--- src/rtl/clock_alarm_core_pkg.sv ---
// Shared encodings and limits for the time-of-day / alarm core.
// Also holds the 24 h -> 12 h hour mapping used by the display path.
package clock_alarm_core_pkg;

  typedef enum logic [1:0] {
    StRun      = 2'd0,
    StSetTime  = 2'd1,
    StSetAlarm = 2'd2
  } state_e;

  typedef enum logic [1:0] {
    FldSec  = 2'd0,
    FldMin  = 2'd1,
    FldHour = 2'd2
  } field_e;

  localparam int unsigned SEC_MAX  = 59;
  localparam int unsigned MIN_MAX  = 59;
  localparam int unsigned HOUR_MAX = 23;

  // Midnight and noon both show as 12; the caller derives am/pm separately.
  function automatic logic [4:0] hour_12h(input logic [4:0] hour);
    if (hour == 5'd0) begin
      return 5'd12;
    end else if (hour > 5'd12) begin
      return hour - 5'd12;
    end else begin
      return hour;
    end
  endfunction

endpackage

--- src/rtl/mod_updown_counter.sv ---
// Modulo-N up/down counter with synchronous reset.
// The wrap output flags an increment from MODULUS-1 back to 0 in the current cycle.
module mod_updown_counter
  import clock_alarm_core_pkg::*;
#(
  parameter int unsigned MODULUS = 60,
  localparam int unsigned W = $clog2(MODULUS)
) (
  input  logic         clk,
  input  logic         rst,
  input  logic         incr,
  input  logic         decr,
  output logic [W-1:0] value,
  output logic         wrap
);

  localparam logic [W-1:0] MaxVal = W'(MODULUS - 1);

  logic [W-1:0] r_value;
  logic         w_up;
  logic         w_dn;

  // Simultaneous incr and decr cancel out.
  assign w_up = incr & ~decr;
  assign w_dn = decr & ~incr;

  always_ff @(posedge clk) begin
    if (rst) begin
      r_value <= '0;
    end else if (w_up) begin
      r_value <= (r_value == MaxVal) ? '0 : r_value + 1'b1;
    end else if (w_dn) begin
      r_value <= (r_value == '0) ? MaxVal : r_value - 1'b1;
    end
  end

  assign wrap  = w_up && (r_value == MaxVal);
  assign value = r_value;

endmodule

--- src/rtl/clock_alarm_core.sv ---
// HH:MM:SS clock with run/set-time/set-alarm modes, ringing alarm with timeout,
// and 12/24 h display conversion.
module clock_alarm_core
  import clock_alarm_core_pkg::*;
#(
  parameter int unsigned FREQUENCY    = 50000000,
  parameter int unsigned RING_SECONDS = 30
) (
  input  logic       clk,
  input  logic       rst,
  input  logic       mode_p,
  input  logic       next_p,
  input  logic       incr_p,
  input  logic       decr_p,
  input  logic       alarm_tog_p,
  input  logic       h12,
  output logic [5:0] disp_sec,
  output logic [5:0] disp_min,
  output logic [4:0] disp_hour,
  output logic       disp_pm,
  output logic [2:0] edit_mask,
  output logic       alarm_en,
  output logic       ringing,
  output logic       tick
);

  localparam int unsigned CW = (FREQUENCY > 1) ? $clog2(FREQUENCY) : 1;

  state_e        r_state;
  field_e        r_field;
  logic [CW-1:0] r_cyc;
  logic          r_alarm_en;
  logic          r_ringing;
  logic [5:0]    r_ring_cnt;

  logic [5:0] w_sec, w_min, w_amin, w_min_nxt;
  logic [4:0] w_hour, w_ahour, w_hour_nxt, w_dhour;
  logic       w_tick, w_edit_time, w_edit_alarm, w_match;
  logic       w_sec_wrap, w_min_wrap, w_hour_wrap, w_amin_wrap, w_ahour_wrap;
  logic       w_unused_wraps;

  assign w_edit_time  = (r_state == StSetTime);
  assign w_edit_alarm = (r_state == StSetAlarm);
  assign w_tick       = !w_edit_time && (r_cyc == CW'(FREQUENCY - 1));

  // Tick-driven carries only; manual edits never ripple into neighbours.
  mod_updown_counter #(.MODULUS(SEC_MAX + 1)) u_sec (
    .clk  (clk),
    .rst  (rst),
    .incr (w_tick | (w_edit_time && r_field == FldSec && incr_p)),
    .decr (w_edit_time && r_field == FldSec && decr_p),
    .value(w_sec),
    .wrap (w_sec_wrap)
  );

  mod_updown_counter #(.MODULUS(MIN_MAX + 1)) u_min (
    .clk  (clk),
    .rst  (rst),
    .incr ((w_tick & w_sec_wrap) | (w_edit_time && r_field == FldMin && incr_p)),
    .decr (w_edit_time && r_field == FldMin && decr_p),
    .value(w_min),
    .wrap (w_min_wrap)
  );

  mod_updown_counter #(.MODULUS(HOUR_MAX + 1)) u_hour (
    .clk  (clk),
    .rst  (rst),
    .incr ((w_tick & w_min_wrap) | (w_edit_time && r_field == FldHour && incr_p)),
    .decr (w_edit_time && r_field == FldHour && decr_p),
    .value(w_hour),
    .wrap (w_hour_wrap)
  );

  mod_updown_counter #(.MODULUS(MIN_MAX + 1)) u_alarm_min (
    .clk  (clk),
    .rst  (rst),
    .incr (w_edit_alarm && r_field == FldMin && incr_p),
    .decr (w_edit_alarm && r_field == FldMin && decr_p),
    .value(w_amin),
    .wrap (w_amin_wrap)
  );

  mod_updown_counter #(.MODULUS(HOUR_MAX + 1)) u_alarm_hour (
    .clk  (clk),
    .rst  (rst),
    .incr (w_edit_alarm && r_field == FldHour && incr_p),
    .decr (w_edit_alarm && r_field == FldHour && decr_p),
    .value(w_ahour),
    .wrap (w_ahour_wrap)
  );

  assign w_unused_wraps = w_amin_wrap ^ w_ahour_wrap;

  // Post-tick time; only meaningful when w_tick is high (no time edits then).
  assign w_min_nxt  = w_min_wrap ? 6'd0 : (w_sec_wrap ? w_min + 6'd1 : w_min);
  assign w_hour_nxt = w_hour_wrap ? 5'd0 : (w_min_wrap ? w_hour + 5'd1 : w_hour);
  assign w_match    = w_sec_wrap && (w_min_nxt == w_amin) && (w_hour_nxt == w_ahour);

  always_ff @(posedge clk) begin
    if (rst) begin
      r_state    <= StRun;
      r_field    <= FldSec;
      r_cyc      <= '0;
      r_alarm_en <= 1'b0;
      r_ringing  <= 1'b0;
      r_ring_cnt <= '0;
    end else begin
      if (w_edit_time || w_tick) begin
        r_cyc <= '0;
      end else begin
        r_cyc <= r_cyc + 1'b1;
      end

      if (mode_p) begin
        case (r_state)
          StRun: begin
            r_state <= StSetTime;
            r_field <= FldSec;
          end
          StSetTime: begin
            r_state <= StSetAlarm;
            r_field <= FldMin;
          end
          default: begin
            r_state <= StRun;
            r_field <= FldSec;
          end
        endcase
      end else if (next_p && w_edit_time) begin
        case (r_field)
          FldSec:  r_field <= FldMin;
          FldMin:  r_field <= FldHour;
          default: r_field <= FldSec;
        endcase
      end else if (next_p && w_edit_alarm) begin
        r_field <= (r_field == FldMin) ? FldHour : FldMin;
      end

      // A pulse that dismisses ringing is consumed and does not toggle alarm_en.
      if (r_ringing) begin
        if (alarm_tog_p || mode_p) begin
          r_ringing <= 1'b0;
        end else if (w_tick) begin
          if (r_ring_cnt == 6'(RING_SECONDS - 1)) begin
            r_ringing <= 1'b0;
          end else begin
            r_ring_cnt <= r_ring_cnt + 6'd1;
          end
        end
      end else begin
        if (alarm_tog_p && r_state == StRun) begin
          r_alarm_en <= ~r_alarm_en;
        end
        if (w_tick && r_alarm_en && w_match) begin
          r_ringing  <= 1'b1;
          r_ring_cnt <= '0;
        end
      end
    end
  end

  always_comb begin
    disp_sec = w_sec;
    disp_min = w_min;
    w_dhour  = w_hour;
    if (w_edit_alarm) begin
      disp_sec = '0;
      disp_min = w_amin;
      w_dhour  = w_ahour;
    end
    disp_hour = h12 ? hour_12h(w_dhour) : w_dhour;
    disp_pm   = h12 && (w_dhour >= 5'd12);

    edit_mask = 3'b000;
    if (r_state != StRun) begin
      case (r_field)
        FldSec:  edit_mask = 3'b001;
        FldMin:  edit_mask = 3'b010;
        default: edit_mask = 3'b100;
      endcase
    end
  end

  assign tick     = w_tick;
  assign alarm_en = r_alarm_en;
  assign ringing  = r_ringing;

endmodule
--- config.mk ---
export PLATFORM = sky130hd
export DESIGN_NAME = clock_alarm_core
export DESIGN_NICKNAME = d
export VERILOG_FILES = /design/src/rtl/clock_alarm_core_pkg.sv /design/src/rtl/mod_updown_counter.sv /design/src/rtl/clock_alarm_core.sv
export SDC_FILE = /design/constraint.sdc
export NUM_CORES = 1
export LEC_CHECK = 0
export CORE_MARGIN = 1.5
export CORE_UTILIZATION = 45
export CTS_BUF_LIST = sky130_fd_sc_hd__clkbuf_8
export DETAILED_ROUTE_END_ITERATION = 10
export GPL_ROUTABILITY_DRIVEN = 0
export GPL_TIMING_DRIVEN = 0
export PLACE_DENSITY_LB_ADDON = 0.08
export SETUP_SLACK_MARGIN = 0.05
export SLEW_MARGIN = 15
export SYNTH_ARGS = -nofsm -noshare
export SYNTH_HDL_FRONTEND = slang
export SYNTH_SLANG_ARGS = --single-unit
--- constraint.sdc ---
create_clock -name clk -period 7 [get_ports clk]
set_input_delay 1.4 -clock clk [delete_from_list [all_inputs] [get_ports clk]]
set_output_delay 1.4 -clock clk [all_outputs]
set_load 0.1 [all_outputs]
==> out/qor.yml, run 1 <==
viasPerCell: 5.71
clock_latency_ps: 350
synth-seq-cells: 66
cts.sinks: 66
fmax_ghz: 0.166
post-cts-setup-buffers: 0
final_util_pct: 53.4
relSlewSlack_pct: 34.9
vias: 4876
yosysWarnings: 0
drt-initial-drc-count: 267
hp-class: "reg -> reg"
setup_viol: 0
crit_path_end_kind: "register"
hpwl_um: 9490
root_buffer: "clkbuf_8"
placed_cells: 838
yosysTopAreaCell: "dfxtp_1"
fin_skew_ps: 10.5
layout-drive-gt1-share_pct: 5.43
wirelength_um: 12900
final_area_sq_um: 5570
synth_top_cell_area_share_pct: 27.0
yosys-top-cells-area: "dfxtp_1, nor2_1, ha_1"
final_nets: 744
rsz0062_at_grt: "no"
grt_pass1_vias: 4468
path_clk_slew_ps: 70
mappedNetlistArea_sq_um: 4890
power_density_nw_per_um2: 176
wl_met1_um: 5980
numCtsBuffers: 9
synth.most_common_cell: "nor2_1"
nFillCells: 1019
n_antenna_cell: 0
whs_ps: 468
synth.yosys.seq_area_share_pct: 27.0
track_usage_pct: 23.5
detail_route.drc_violations: 0
gr-total-overflow: 0
synthArstFlopShare_pct: 0
clockBufferDepth: 2
synth_edf_count: 0
dpl_cell_area_sq_um: 5350
maxSlewViolCount: 0
max_cap_violations: 0
final.setup.tns_ps: 0
cts_tree: "done"
die_w_um: 107
stdcell_count: 854
dr.max_layer_used: "met4"
path_class: "in -> reg"
ant_nets: 0
routed-wl-met2_um: 6140
finalCriticalPeriod_ps: 6010
start_util_pct: 46.9
p_leak_uw: 0.00204
grt_max_degree: 13
hold-path-cell-count: 1
synth.avg_cell_area_sq_um: 7.26
dieArea_sq_um: 11500
yosysUniqueCellTypes: 61
tightest_slew_ps: 974
first_pass_iters: 5
num_io_pins: 32
status: "finished, final reports clean"
syn_nets: 704
synth_ff_type: "dfxtp_1"
port_buffers: 29
post_drt_wl_per_cell_um: 15.1
grt_pass1_wl_um: 21800
vdd_drop_max_uv: 105
cts-resized-gates: 0
antenna_found_initial: 0
met3_length_um: 559
die_h_um: 107
cp-start-kind: "input pin"
htreeDepth: 3
critPathMaxFanout: 9
reg2reg_depth: 22
cp.required_ps: 7200
netlist_top_cells_count: "nor2_1, dfxtp_1, nand2_1"
rows: 37
core_sq_um: 10400
syn2layout_area_growth_pct: 13.9
hold_viol: 0
postCtsHoldBufs: 0
arrival_ps: 6210
syn_inst: 673
period_share_pct: 85.8
-- metal layers --
| layer | vias to the layer above | track usage (%) |
|---|---|---|
| met4 | 0 | 5.24 |
| met5 | - | 0 |
| li1 | 2464 | - |
| met1 | 2270 | 30.6 |
| met3 | 15 | 4.19 |
| met2 | 127 | 40.2 |
-- worst paths after layout --
check / from / end / slack (ps)
setup / recovery: incr_p / r_ring_cnt[1]$_SDFFE_PP0P_ / 990
hold / removal: r_cyc[0]$_SDFF_PP0_ / r_cyc[0]$_SDFF_PP0_ / 470
setup reg to reg: r_cyc[11]$_SDFF_PP0_ / r_ring_cnt[1]$_SDFFE_PP0P_ / 1150
hold reg to reg: r_cyc[0]$_SDFF_PP0_ / r_cyc[0]$_SDFF_PP0_ / 470
-- state kept, by name (all words and copies together) (netlist names) --
| name | count |
|---|---|
| r_cyc | 26 |
| r_ring_cnt | 6 |
| u_alarm_min.value | 6 |
| u_min.value | 6 |
| u_sec.value | 6 |
| u_alarm_hour.value | 5 |
| u_hour.value | 5 |
| r_field | 2 |
| r_state | 2 |
| alarm_en | 1 |
| ringing | 1 |
-- critical path, stage by stage --
cell             delay, ps
clkdlybuf4s50_1        590
nand3_1                100
nand2_1                100
ha_1                   140
buf_2                  210
nand4b_4               150
or2_2                  290
clkbuf_1               190
o31ai_1                270
ha_1                   270
and4b_1                290
nand2_1                160
o31ai_1                230
ha_1                   300
and2_1                 270
nor2_1                  60
mux2_2                 270
nor4_1                 350
nand4_2                300
nand3_1                170
a21oi_1                 70
-- kinds of logic after synthesis --
family	Yosys count	share of synthesized area, %
AOI/OAI and AO/OA	146	18.1
xor gates and xnor gates	37	6.63
adders and majority gates	23	5.89
buffers and inverters	74	6.30
DFF	66	27.0
muxes	18	3.76
and+or+nand+nor	309	32.3
-- report_power, final --
part | switching (uW) | internal, uW
registers | 9.97 | 386
logic | 152 | 66.9
clock network | 161 | 201
-- stage by stage --
step                      total power (uW)  setup WS, ps
after floorplan                        572          1250
after global placement                 620           640
after detailed placement               622           706
after CTS                              986          1040
after global routing                  1020           689
final                                  977           992
-- final cells by class --
class                      count  area [sq um]  share of cell area, %
clock buffer                   9           124                   2.23
buffer                        46           203                   3.64
timing repair buffer          29           290                   5.21
sequential                    66          1320                   23.7
clock inverter                 7          93.8                   1.69
tap                          136           170                   3.06
multi-input combinational    533          3260                   58.6
inverter                      28           105                   1.89
-- cell usage in the layout (no fill, tap or decap), drive strengths merged, types with 3 or more instances in the layout --
master         synthesis  final
nor2                  98     98
dfxtp                 66     66
nand2                 56     56
a21oi                 48     48
clkbuf                38     47
o21ai                 42     42
nand3                 39     39
inv                   28     30
clkdlybuf4s50          0     29
ha                    23     23
nor3                  21     21
xor2                  19     19
xnor2                 18     18
mux2i                 15     15
nor2b                 14     14
a31oi                 12     12
nor4                  11     11
nand4b                11     11
or3                   10     10
nand4                  9      9
and3                   8      8
buf                    8      8
nand3b                 6      6
or4                    6      6
a211oi                 6      6
and2                   5      5
nand2b                 4      4
a221oi                 4      4
o21a                   3      3
mux2                   3      3
o211ai                 3      3
a31o                   3      3
a21boi                 3      3
or2                    3      3
a21o                   3      3
o31ai                  3      3
(Power assumes the default switching activity.)
==> run 2, diff against run 1 <==
--- a/config.mk
+++ b/config.mk
@@ -12,8 +12,9 @@
 export GPL_ROUTABILITY_DRIVEN = 0
 export GPL_TIMING_DRIVEN = 0
 export PLACE_DENSITY_LB_ADDON = 0.08
-export SETUP_SLACK_MARGIN = 0.05
-export SLEW_MARGIN = 15
+export RECOVER_POWER = 25
+export SETUP_SLACK_MARGIN = 0.15
+export SLEW_MARGIN = 20
 export SYNTH_ARGS = -nofsm -noshare
 export SYNTH_HDL_FRONTEND = slang
 export SYNTH_SLANG_ARGS = --single-unit
==> out/qor.yml, run 2 (synthesis results as in run 1) <==
wirelength_um: 12900  # +0.10%
critPathMaxFanout: 9  # unchanged
p_sw_share_pct: 33.2  # +0.051 points
p_seq_share_pct: 40.7  # +0.2 points
status: "finished, final reports clean"
seqCellArea_sq_um: 1320  # unchanged
vdd_drop_max_uv: 105  # about the same
routed-wl-met2_um: 6100  # -0.68%
cp-start-kind: "input pin"
met3_length_um: 555  # -0.72%
layout_setup_ws_ps: 1010  # +16.6 ps
relSlewSlack_pct: 34.9  # unchanged
dpl_cell_area_sq_um: 5350  # unchanged
period_share_pct: 85.6  # -0.24 points
cp_slowest_cell: "clkdlybuf4s50_1"
clockBufferDepth: 2  # unchanged
first_pass_iters: 6  # +1
dr.max_layer_used: "met4"
hold_viol: 0  # unchanged
final_area_sq_um: 5530  # -0.63%
dieArea_sq_um: 11500  # unchanged
track_usage_pct: 23.5  # unchanged
dp_slack_ps: 706  # unchanged
numCtsBuffers: 9  # unchanged
gr-total-overflow: 0  # unchanged
die_h_um: 107  # unchanged
rsz0062_at_grt: "no"
p_leak_uw: 0.00203  # -0.73%
root_buffer: "clkbuf_8"
arrival_ps: 6190  # -20 ps
max_cap_violations: 0  # unchanged
mostFrequentLayoutCells: "nor2_1, dfxtp_1, nand2_1"
maxSlewViolCount: 0  # unchanged
grt_pass1_wl_um: 21800  # unchanged
detail_route.drc_violations: 0  # unchanged
core_sq_um: 10400  # unchanged
grt_max_degree: 13  # unchanged
drt-initial-drc-count: 280  # +4.9%
whs_ps: 472  # +3.72 ps
hp-class: "reg -> reg"
post-cts-setup-buffers: 0  # unchanged
finalCriticalPeriod_ps: 5990  # -16.6 ps
fin_skew_ps: 10.6  # +0.126 ps
power_density_nw_per_um2: 176  # +0.30%
multi_input_area_sq_um: 3250  # -0.38%
clock_latency_ps: 350  # about the same
largest_register_ffs: 26  # unchanged
path_clk_slew_ps: 70  # about the same
crit_path_frequent_cell: "ha_1"
power_frac_comb_pct: 22.2  # -0.2 points
path_class: "in -> reg"
cpPeakStageDelay_ps: 580  # about the same
grt_pass1_vias: 4468  # unchanged
start_util_pct: 46.9  # unchanged
layout-drive-gt1-share_pct: 4.87  # -0.56 points
num_io_pins: 32  # unchanged
rows: 37  # unchanged
wl_met1_um: 6020  # +0.67%
p_int_uw: 651  # -0.41%
post_drt_wl_per_cell_um: 15.1  # +0.10%
netSwitchingPower_uw: 323  # -0.18%
cts.sinks: 66  # unchanged
crit_path_cell_trace: "clkdlybuf4s50_1 > nand3_1 > nand2_1 > ha_1 > buf_2 > nand4b_4 > or2_2 > clkbuf_1 > o31ai_1 > ha_1 > and4b_1 > nand2_1 > o31ai_1 > ha_1 > and2_1 > nor2_1 > mux2_2 > nor4_1 > nand4_2 > nand3_1 > a21oi_1"
tightest_slew_ps: 974  # unchanged
cp.required_ps: 7200  # about the same
clkPwrFrac_pct: 37.2  # +0.2 points
cts_tree: "done"
n_antenna_cell: 0  # unchanged
syn2layout_area_growth_pct: 13.2
nFillCells: 1022  # +0.29%
die_w_um: 107  # unchanged
setup_viol: 0  # unchanged
final.setup.tns_ps: 0  # unchanged
final_nets: 744  # unchanged
port_buffers: 29  # unchanged
hpwl_um: 9490  # unchanged
crit_path_end_kind: "register"
htreeDepth: 3  # unchanged
viasPerCell: 5.70  # -0.12%
layout_commonest_cell: "nor2_1"
crit_family: "simple AND/OR/NAND/NOR gates"
antenna_found_initial: 0  # unchanged
cts-resized-gates: 0  # unchanged
postCtsHoldBufs: 0  # unchanged
vias: 4870  # -0.12%
top_register: "r_cyc"
ant_nets: 0  # unchanged
timing.critical_path.buf_inv: 3  # unchanged
fmax_ghz: 0.167  # +0.28%
## run 2: power by group through the flow
stage               Sequential, uW  Combinational, uW  Clock [uW]
floorplan                      407                164           0
global placement               404                216           0
detailed placement             404                217           0
CTS                            396                218         372
global route                   397                235         387
finish                         396                216         362
## run 2: stage by stage
stage	util [%]	total power [uW]	std cells
final	53.1	974	854
after global routing	53.1	1020	854
after CTS	53.4	986	854
after floorplan	-	572	673
after global placement	51.4	620	838
after detailed placement	51.4	622	838
## run 2: worst paths after layout
| kind | from | to | slack [ps] | depth (start not counted) |
|---|---|---|---|---|
| setup / recovery | incr_p | r_ring_cnt[0]$_SDFFE_PP0P_ | 1010 | 21 |
| setup reg to reg | r_cyc[11]$_SDFF_PP0_ | r_ring_cnt[0]$_SDFFE_PP0P_ | 1150 | 22 |
| hold / removal | r_cyc[0]$_SDFF_PP0_ | r_cyc[0]$_SDFF_PP0_ | 470 | 1 |
| hold reg to reg | r_cyc[0]$_SDFF_PP0_ | r_cyc[0]$_SDFF_PP0_ | 470 | 1 |
## run 2: layout make-up
| class | instances | share of cell area [%] |
|---|---|---|
| buffer | 46 | 3.26 |
| clock buffer | 9 | 2.24 |
| clock inverter | 7 | 1.70 |
| inverter | 28 | 1.90 |
| multi-input combinational | 533 | 58.7 |
| sequential | 66 | 23.9 |
| tap | 136 | 3.08 |
| timing repair buffer | 29 | 5.25 |
## run 2: metal layers
layer | track usage (%) | vias up
li1 | - | 2463
met5 | 0 | -
met2 | 40.2 | 127
met4 | 5.24 | 0
met1 | 30.6 | 2263
met3 | 4.19 | 17
==> run 3, diff against run 2 <==
--- a/config.mk
+++ b/config.mk
@@ -5,6 +5,7 @@
 export SDC_FILE = /design/constraint.sdc
 export NUM_CORES = 1
 export LEC_CHECK = 0
+export ABC_AREA = 0
 export CORE_MARGIN = 1.5
 export CORE_UTILIZATION = 45
 export CTS_BUF_LIST = sky130_fd_sc_hd__clkbuf_8
==> results of run 3 <==
No change in the layout: final DEF, timing and power equal those of run 2.
